**src/rtl/seg_pkg.sv**
```systemverilog
// Shared constants for the seven-segment scanner: active-low hex glyphs and segment bit positions.
package seg_pkg;

  localparam logic [6:0] SEG_0 = 7'h01;
  localparam logic [6:0] SEG_1 = 7'h4F;
  localparam logic [6:0] SEG_2 = 7'h12;
  localparam logic [6:0] SEG_3 = 7'h06;
  localparam logic [6:0] SEG_4 = 7'h4C;
  localparam logic [6:0] SEG_5 = 7'h24;
  localparam logic [6:0] SEG_6 = 7'h20;
  localparam logic [6:0] SEG_7 = 7'h0F;
  localparam logic [6:0] SEG_8 = 7'h00;
  localparam logic [6:0] SEG_9 = 7'h04;
  localparam logic [6:0] SEG_A_HEX = 7'h08;
  localparam logic [6:0] SEG_B_HEX = 7'h60;
  localparam logic [6:0] SEG_C_HEX = 7'h31;
  localparam logic [6:0] SEG_D_HEX = 7'h42;
  localparam logic [6:0] SEG_E_HEX = 7'h30;
  localparam logic [6:0] SEG_F_HEX = 7'h38;

  localparam logic [6:0] SEG_OFF = 7'h7F;

  // Bit index of each segment within the 7-bit code, a is the MSB.
  localparam int unsigned SEG_A = 6;
  localparam int unsigned SEG_B = 5;
  localparam int unsigned SEG_C = 4;
  localparam int unsigned SEG_D = 3;
  localparam int unsigned SEG_E = 2;
  localparam int unsigned SEG_F = 1;
  localparam int unsigned SEG_G = 0;

endpackage

```
**src/rtl/seg_hex_dec.sv**
```systemverilog
// Combinational hex nibble to active-low seven-segment code.
module seg_hex_dec
  import seg_pkg::*;
(
  input  logic [3:0] nibble_i,
  output logic [6:0] seg_o
);

  always_comb begin
    seg_o = SEG_OFF;
    unique case (nibble_i)
      4'h0: seg_o = SEG_0;
      4'h1: seg_o = SEG_1;
      4'h2: seg_o = SEG_2;
      4'h3: seg_o = SEG_3;
      4'h4: seg_o = SEG_4;
      4'h5: seg_o = SEG_5;
      4'h6: seg_o = SEG_6;
      4'h7: seg_o = SEG_7;
      4'h8: seg_o = SEG_8;
      4'h9: seg_o = SEG_9;
      4'hA: seg_o = SEG_A_HEX;
      4'hB: seg_o = SEG_B_HEX;
      4'hC: seg_o = SEG_C_HEX;
      4'hD: seg_o = SEG_D_HEX;
      4'hE: seg_o = SEG_E_HEX;
      4'hF: seg_o = SEG_F_HEX;
    endcase
  end

endmodule

```
**src/rtl/seg_scan.sv**
```systemverilog
// Time-multiplexed seven-segment driver with frame-synchronous shadow registers,
// per-digit dp/blank masks and leading-zero suppression.
module seg_scan
  import seg_pkg::*;
#(
  parameter int unsigned DIGITS     = 8,
  parameter int unsigned SCAN_DIV   = 50000,
  parameter bit          ACTIVE_LOW = 1'b1
) (
  input  logic                  i_clk,
  input  logic                  i_rst,
  input  logic                  i_en,
  input  logic [4*DIGITS-1:0]   i_data,
  input  logic [DIGITS-1:0]     i_dp_mask,
  input  logic [DIGITS-1:0]     i_blank_mask,
  input  logic                  i_lz_en,
  output logic [6:0]            o_seg,
  output logic                  o_dp,
  output logic [DIGITS-1:0]     o_an,
  output logic                  o_frame
);

  localparam int unsigned CW = (SCAN_DIV > 1) ? $clog2(SCAN_DIV) : 1;
  localparam int unsigned IW = (DIGITS > 1) ? $clog2(DIGITS) : 1;
  localparam logic [CW-1:0] CNT_LAST = CW'(SCAN_DIV - 1);
  localparam logic [IW-1:0] IDX_LAST = IW'(DIGITS - 1);
  localparam logic          INV      = ~ACTIVE_LOW;

  logic [CW-1:0]            cnt_q;
  logic [IW-1:0]            idx_q;
  logic [DIGITS-1:0][3:0]   sh_data_q;
  logic [DIGITS-1:0]        sh_dp_q;
  logic [DIGITS-1:0]        sh_blank_q;

  logic                     tick;
  logic                     frame_edge;
  logic [DIGITS-1:0]        upper_zero;
  logic [3:0]               cur_nib;
  logic [6:0]               dec_seg;
  logic                     cur_dark;
  logic [6:0]               seg_d;
  logic                     dp_d;
  logic [DIGITS-1:0]        an_d;

  assign tick       = (cnt_q == CNT_LAST) && i_en;
  assign frame_edge = tick && (idx_q == IDX_LAST);

  // upper_zero[k] is set when shadow nibbles k..DIGITS-1 are all zero.
  always_comb begin
    logic acc;
    acc        = 1'b1;
    upper_zero = '0;
    for (int k = DIGITS - 1; k >= 0; k--) begin
      acc           = acc & (sh_data_q[k] == 4'h0);
      upper_zero[k] = acc;
    end
  end

  assign cur_nib  = sh_data_q[idx_q];
  assign cur_dark = sh_blank_q[idx_q] ||
                    (i_lz_en && (idx_q != '0) && upper_zero[idx_q]);

  seg_hex_dec u_dec (
    .nibble_i (cur_nib),
    .seg_o    (dec_seg)
  );

  // Active-low view of the pins; polarity is applied at the output register.
  always_comb begin
    an_d        = '1;
    an_d[idx_q] = 1'b0;
    seg_d       = dec_seg;
    dp_d        = ~sh_dp_q[idx_q];
    if (cur_dark) begin
      seg_d = SEG_OFF;
      dp_d  = 1'b1;
    end
    if (!i_en) begin
      an_d  = '1;
      seg_d = SEG_OFF;
      dp_d  = 1'b1;
    end
  end

  always_ff @(posedge i_clk) begin
    if (i_rst) begin
      cnt_q      <= '0;
      idx_q      <= '0;
      sh_data_q  <= '0;
      sh_dp_q    <= '0;
      sh_blank_q <= '0;
      o_an       <= {DIGITS{ACTIVE_LOW}};
      o_seg      <= SEG_OFF ^ {7{INV}};
      o_dp       <= ACTIVE_LOW;
      o_frame    <= 1'b0;
    end else begin
      if (i_en) begin
        cnt_q <= (cnt_q == CNT_LAST) ? '0 : cnt_q + 1'b1;
      end
      if (tick) begin
        idx_q <= (idx_q == IDX_LAST) ? '0 : idx_q + 1'b1;
      end
      if (frame_edge) begin
        sh_data_q  <= i_data;
        sh_dp_q    <= i_dp_mask;
        sh_blank_q <= i_blank_mask;
      end
      o_an    <= an_d ^ {DIGITS{INV}};
      o_seg   <= seg_d ^ {7{INV}};
      o_dp    <= dp_d ^ INV;
      o_frame <= frame_edge;
    end
  end

endmodule

```
**config.mk**
```make
export PLATFORM = sky130hd
export DESIGN_NAME = seg_scan
export DESIGN_NICKNAME = d
export VERILOG_FILES = /design/src/rtl/seg_pkg.sv /design/src/rtl/seg_hex_dec.sv /design/src/rtl/seg_scan.sv
export SDC_FILE = /design/constraint.sdc
export NUM_CORES = 1
export LEC_CHECK = 0
export ABC_AREA = 1
export CAP_MARGIN = 10
export CORE_ASPECT_RATIO = 0.8
export CORE_MARGIN = 1
export CORE_UTILIZATION = 30
export CTS_CLUSTER_SIZE = 30
export DETAILED_ROUTE_END_ITERATION = 12
export GPL_ROUTABILITY_DRIVEN = 0
export GPL_TIMING_DRIVEN = 0
export SLEW_MARGIN = 20
export SYNTH_ARGS = -nofsm -noshare
export SYNTH_HDL_FRONTEND = slang
export SYNTH_SLANG_ARGS = --single-unit
```
**constraint.sdc**
```tcl
create_clock -name i_clk -period 5.4 [get_ports i_clk]
set_clock_uncertainty 0.1 [all_clocks]
set_input_delay 1.35 -clock i_clk [delete_from_list [all_inputs] [get_ports i_clk]]
set_output_delay 1.35 -clock i_clk [all_outputs]
set_load 0.05 [all_outputs]
```
==> summary.md <==
| Metric | Value |
|---|---|
| Status | finished, final reports clean |
| IO Pins | 69 |
| FF/Latch Area | 1680 sq um |
| RSZ-0062 raised after global routing | false |
| Clock Tree Root | clkbuf_16 |
| Slew headroom | 65.4% |
| Vias in the first global route | 3688 |
| Hold crit path type | reg2reg |
| Adder-Cell Fraction of Synth Area | 3.22% |
| Peak supply drop | 0.150 mV |
| Synth Instances | 554 |
| Post-DP HPWL | 8100 microns |
| Final ANT Viol Nets | 0 |
| Routed via count | 3717 |
| Synth Area in XOR/XNOR | 0.226% |
| Ant diodes | 0 |
| Worst setup EP type | register |
| Row Count | 36 |
| TritonCTS clock tree | built |
| DR WL/cell | 13.2 microns |
| Reg2reg end | o_seg[0] |
| Seq cells post-synth | 84 |
| Total track usage | 17.3% |
| Detailed Route WL | 10600 microns |
| Final worst setup slack | 2.37 ns |
| Hold_sp | sh_blank_q[7] |
| R2R Setup Slk | 3.13 ns |
| Die width | 129 microns |
| Setup Fix Bufs, Post-CTS | 0 |
| Final period utilization | 56.1% |
| Die ar. | 13400 sq um |
| DRT Pass-1 Iters | 4 |
| Critical R2R Launch | idx_q[0] |
| Multi-input gate area | 1850 sq um |
| Tmin final | 3.03 ns |
| Gates resized, CTS repair | 0 |
| Power density cells | 262 nW/um^2 |
| Core area | 12400 sq um |
| LEAKAGE | 0.00217 uW |
| Clk_lat worst skew | 0.35 ns |
| FILL cells | 1273 |
| WP data arrival | 3.14 ns |
| Cts bufs inserted | 9 |
| Worst-margin pin slew | 0.517 ns |
| Hold Fails Final Rpt | 0 |
| Yosys cell types | 34 |
| Clock-pin slew on the worst setup and hold paths | 0.07 ns |
| H-Tree Level Count | 3 |
| Startpoint Class | primary input |
| Worst Hold End | sh_blank_q[7] |
| Sequential fraction of the synthesis area | 43.3% |
| Fraction of final layout cells sized beyond drive strength 1 | 9.72% |
| R2R cell count | 12 |
| Hold_buf cts | 0 |
| Mapped cell area | 3880 sq um |
| Post-synthesis compound-gate area fraction | 9.48% |
| Slew Viols, Final | 0 |
| Setup CP Type | in2reg |
| Via density | 4.59 |
| Number of port buffers | 68 |
| Largest net degree at the start of global routing | 17 |
| Initial Util | 31.3% |
| Worst-case clock buffer depth | 2 |
| Simple-Gate Fraction of Synth Area | 34.7% |
| Max cap viols | 0 |
| First-pass GRT wire length | 17900 microns |
| Initial DRC Count | 239 |
| Crit Path Max Fanout | 8 |
| # setup viols final | 0 |
| Total grt overflow | 0 |
| Mapped Nets | 616 |
| CP Data Required Time | 5.51 ns |
| DRC | 0 |
| Number of nets in the layout | 695 |
| Synth Area per Inst | 7.01 sq um |
| WHS Path Cells | 2 |
| Sum Neg Setup Slack | 0 ns |
| Yosys warnings | 0 |
| Mux cell area share after synthesis | 0% |
| CTS Sinks | 84 |
| Area Growth Syn to Fin | 30.9% |
| Achievable Freq | 0.330 GHz |
| Initial antenna violation count | 0 |
| Combinational family with the most area after synthesis | simple AND/OR/NAND/NOR gates |
| Post-Place Setup Slack | 2.03 ns |
| Die Y | 104 microns |
-- synthesized netlist by cell type (all sizes together) --
cell	n	share of area, %
nand2	188	19
nor2	46	5.7
nor3	6	0.77
or2	2	0.32
dfxtp	84	43
clkbuf	2	0.19
a211oi	3	0.58
xor2	1	0.23
a21boi	1	0.19
inv	67	6.5
and2	1	0.19
o211ai	5	0.97
a221oi	1	0.23
nand3	60	8.0
o21ai	42	5.4
o22ai	2	0.48
a21oi	10	1.3
buf	14	2.3
a31oi	2	0.32
nand3b	1	0.19
ha	10	3.2
nand4	5	0.97
clkinv	1	0.13
-- registers in the layout (all words and copies together), names as in the netlist --
| name | count |
|---|---|
| sh_dp_q | 8 |
| idx_q | 3 |
| o_an | 8 |
| sh_blank_q | 8 |
| o_seg | 7 |
| cnt_q | 16 |
| o_frame | 1 |
| sh_data_q | 32 |
| o_dp | 1 |
-- power by group --
part           switching (uW)  total [uW]  internal, uW  leakage, uW
sequential               1.67         625           623     0.000679
combinational            32.6        74.3          41.7      0.00135
clock                     270         634           365     0.000143
total                     304        1330          1030      0.00217
-- critical path, cell delays in order --
cell and delay, ns:
clkdlybuf4s50_1 0.62, inv_2 0.11, nor2_1 0.10, inv_1 0.10, nor2_4 0.14, o21ai_0 0.20, o22ai_2 0.38, nand3_1 0.14
-- final cells by class --
cell class | instances | area share, %
Multi-Input combinational cell | 386 | 36.4
Sequential cell | 84 | 33.1
Timing Repair Buffer | 68 | 13.4
Inverter | 68 | 5.05
Clock buffer | 9 | 4.43
Tap cell | 171 | 4.21
Buffer | 16 | 1.87
Clock inverter | 7 | 1.58
-- cell families after synthesis --
family                   after synthesis
buffers and inverters                 84
XOR/XNOR                               1
AND/OR/NAND/NOR                      309
flip-flops                            84
AO/OA/AOI/OAI                         66
adder cells (fa/ha/maj)               10
-- per-stage QoR --
stage / hold WS [ns] / power [uW] / instance area [sq um] / utilization (%) / std cells
after floorplan: 0.337 / 663 / 3880 / - / 554
after detailed placement: 0.361 / 714 / 4780 / 38.6 / 793
after CTS: 0.371 / 1350 / 5080 / 41.0 / 809
final: 0.371 / 1330 / 5080 / 41.0 / 809
after global routing: 0.388 / 1380 / 5080 / 41.0 / 809
after global placement: 0.356 / 714 / 4780 / 38.6 / 793
-- per-layer routing --
metal	track usage, %	up-vias	share of wire (%)
met2	25.3	102	42
met5	0	-	0
met1	23.5	1674	50
li1	-	1923	-
met4	7.73	0	2.4
met3	4.55	18	5.5
-- cell usage in the layout (no fill, tap or decap), types with 4 or more instances in the layout --
master	instances
a21oi_1	10
buf_2	10
clkbuf_16	9
clkdlybuf4s50_1	68
dfxtp_1	84
ha_1	10
inv_1	56
inv_2	11
inv_6	4
nand2_1	184
nand3_1	58
nand4_1	4
nor2_1	37
nor2_2	4
nor2_4	5
nor3_1	6
o211ai_1	5
o21ai_0	34
o21ai_1	8
-- worst max path at each step --
stage | depth (start not counted) | start | to | slack (ns)
final | 8 | i_en | o_seg[0] | 2.37
after global routing | 8 | i_en | o_seg[2] | 2.27
after CTS | 8 | i_en | o_seg[0] | 2.38
after detailed placement | 8 | i_en | o_seg[0] | 2.03
after global placement | 8 | i_en | o_seg[4] | 2.08
after floorplan | 8 | i_en | sh_data_q[24] | 3.05
(Power assumes the default switching activity.)
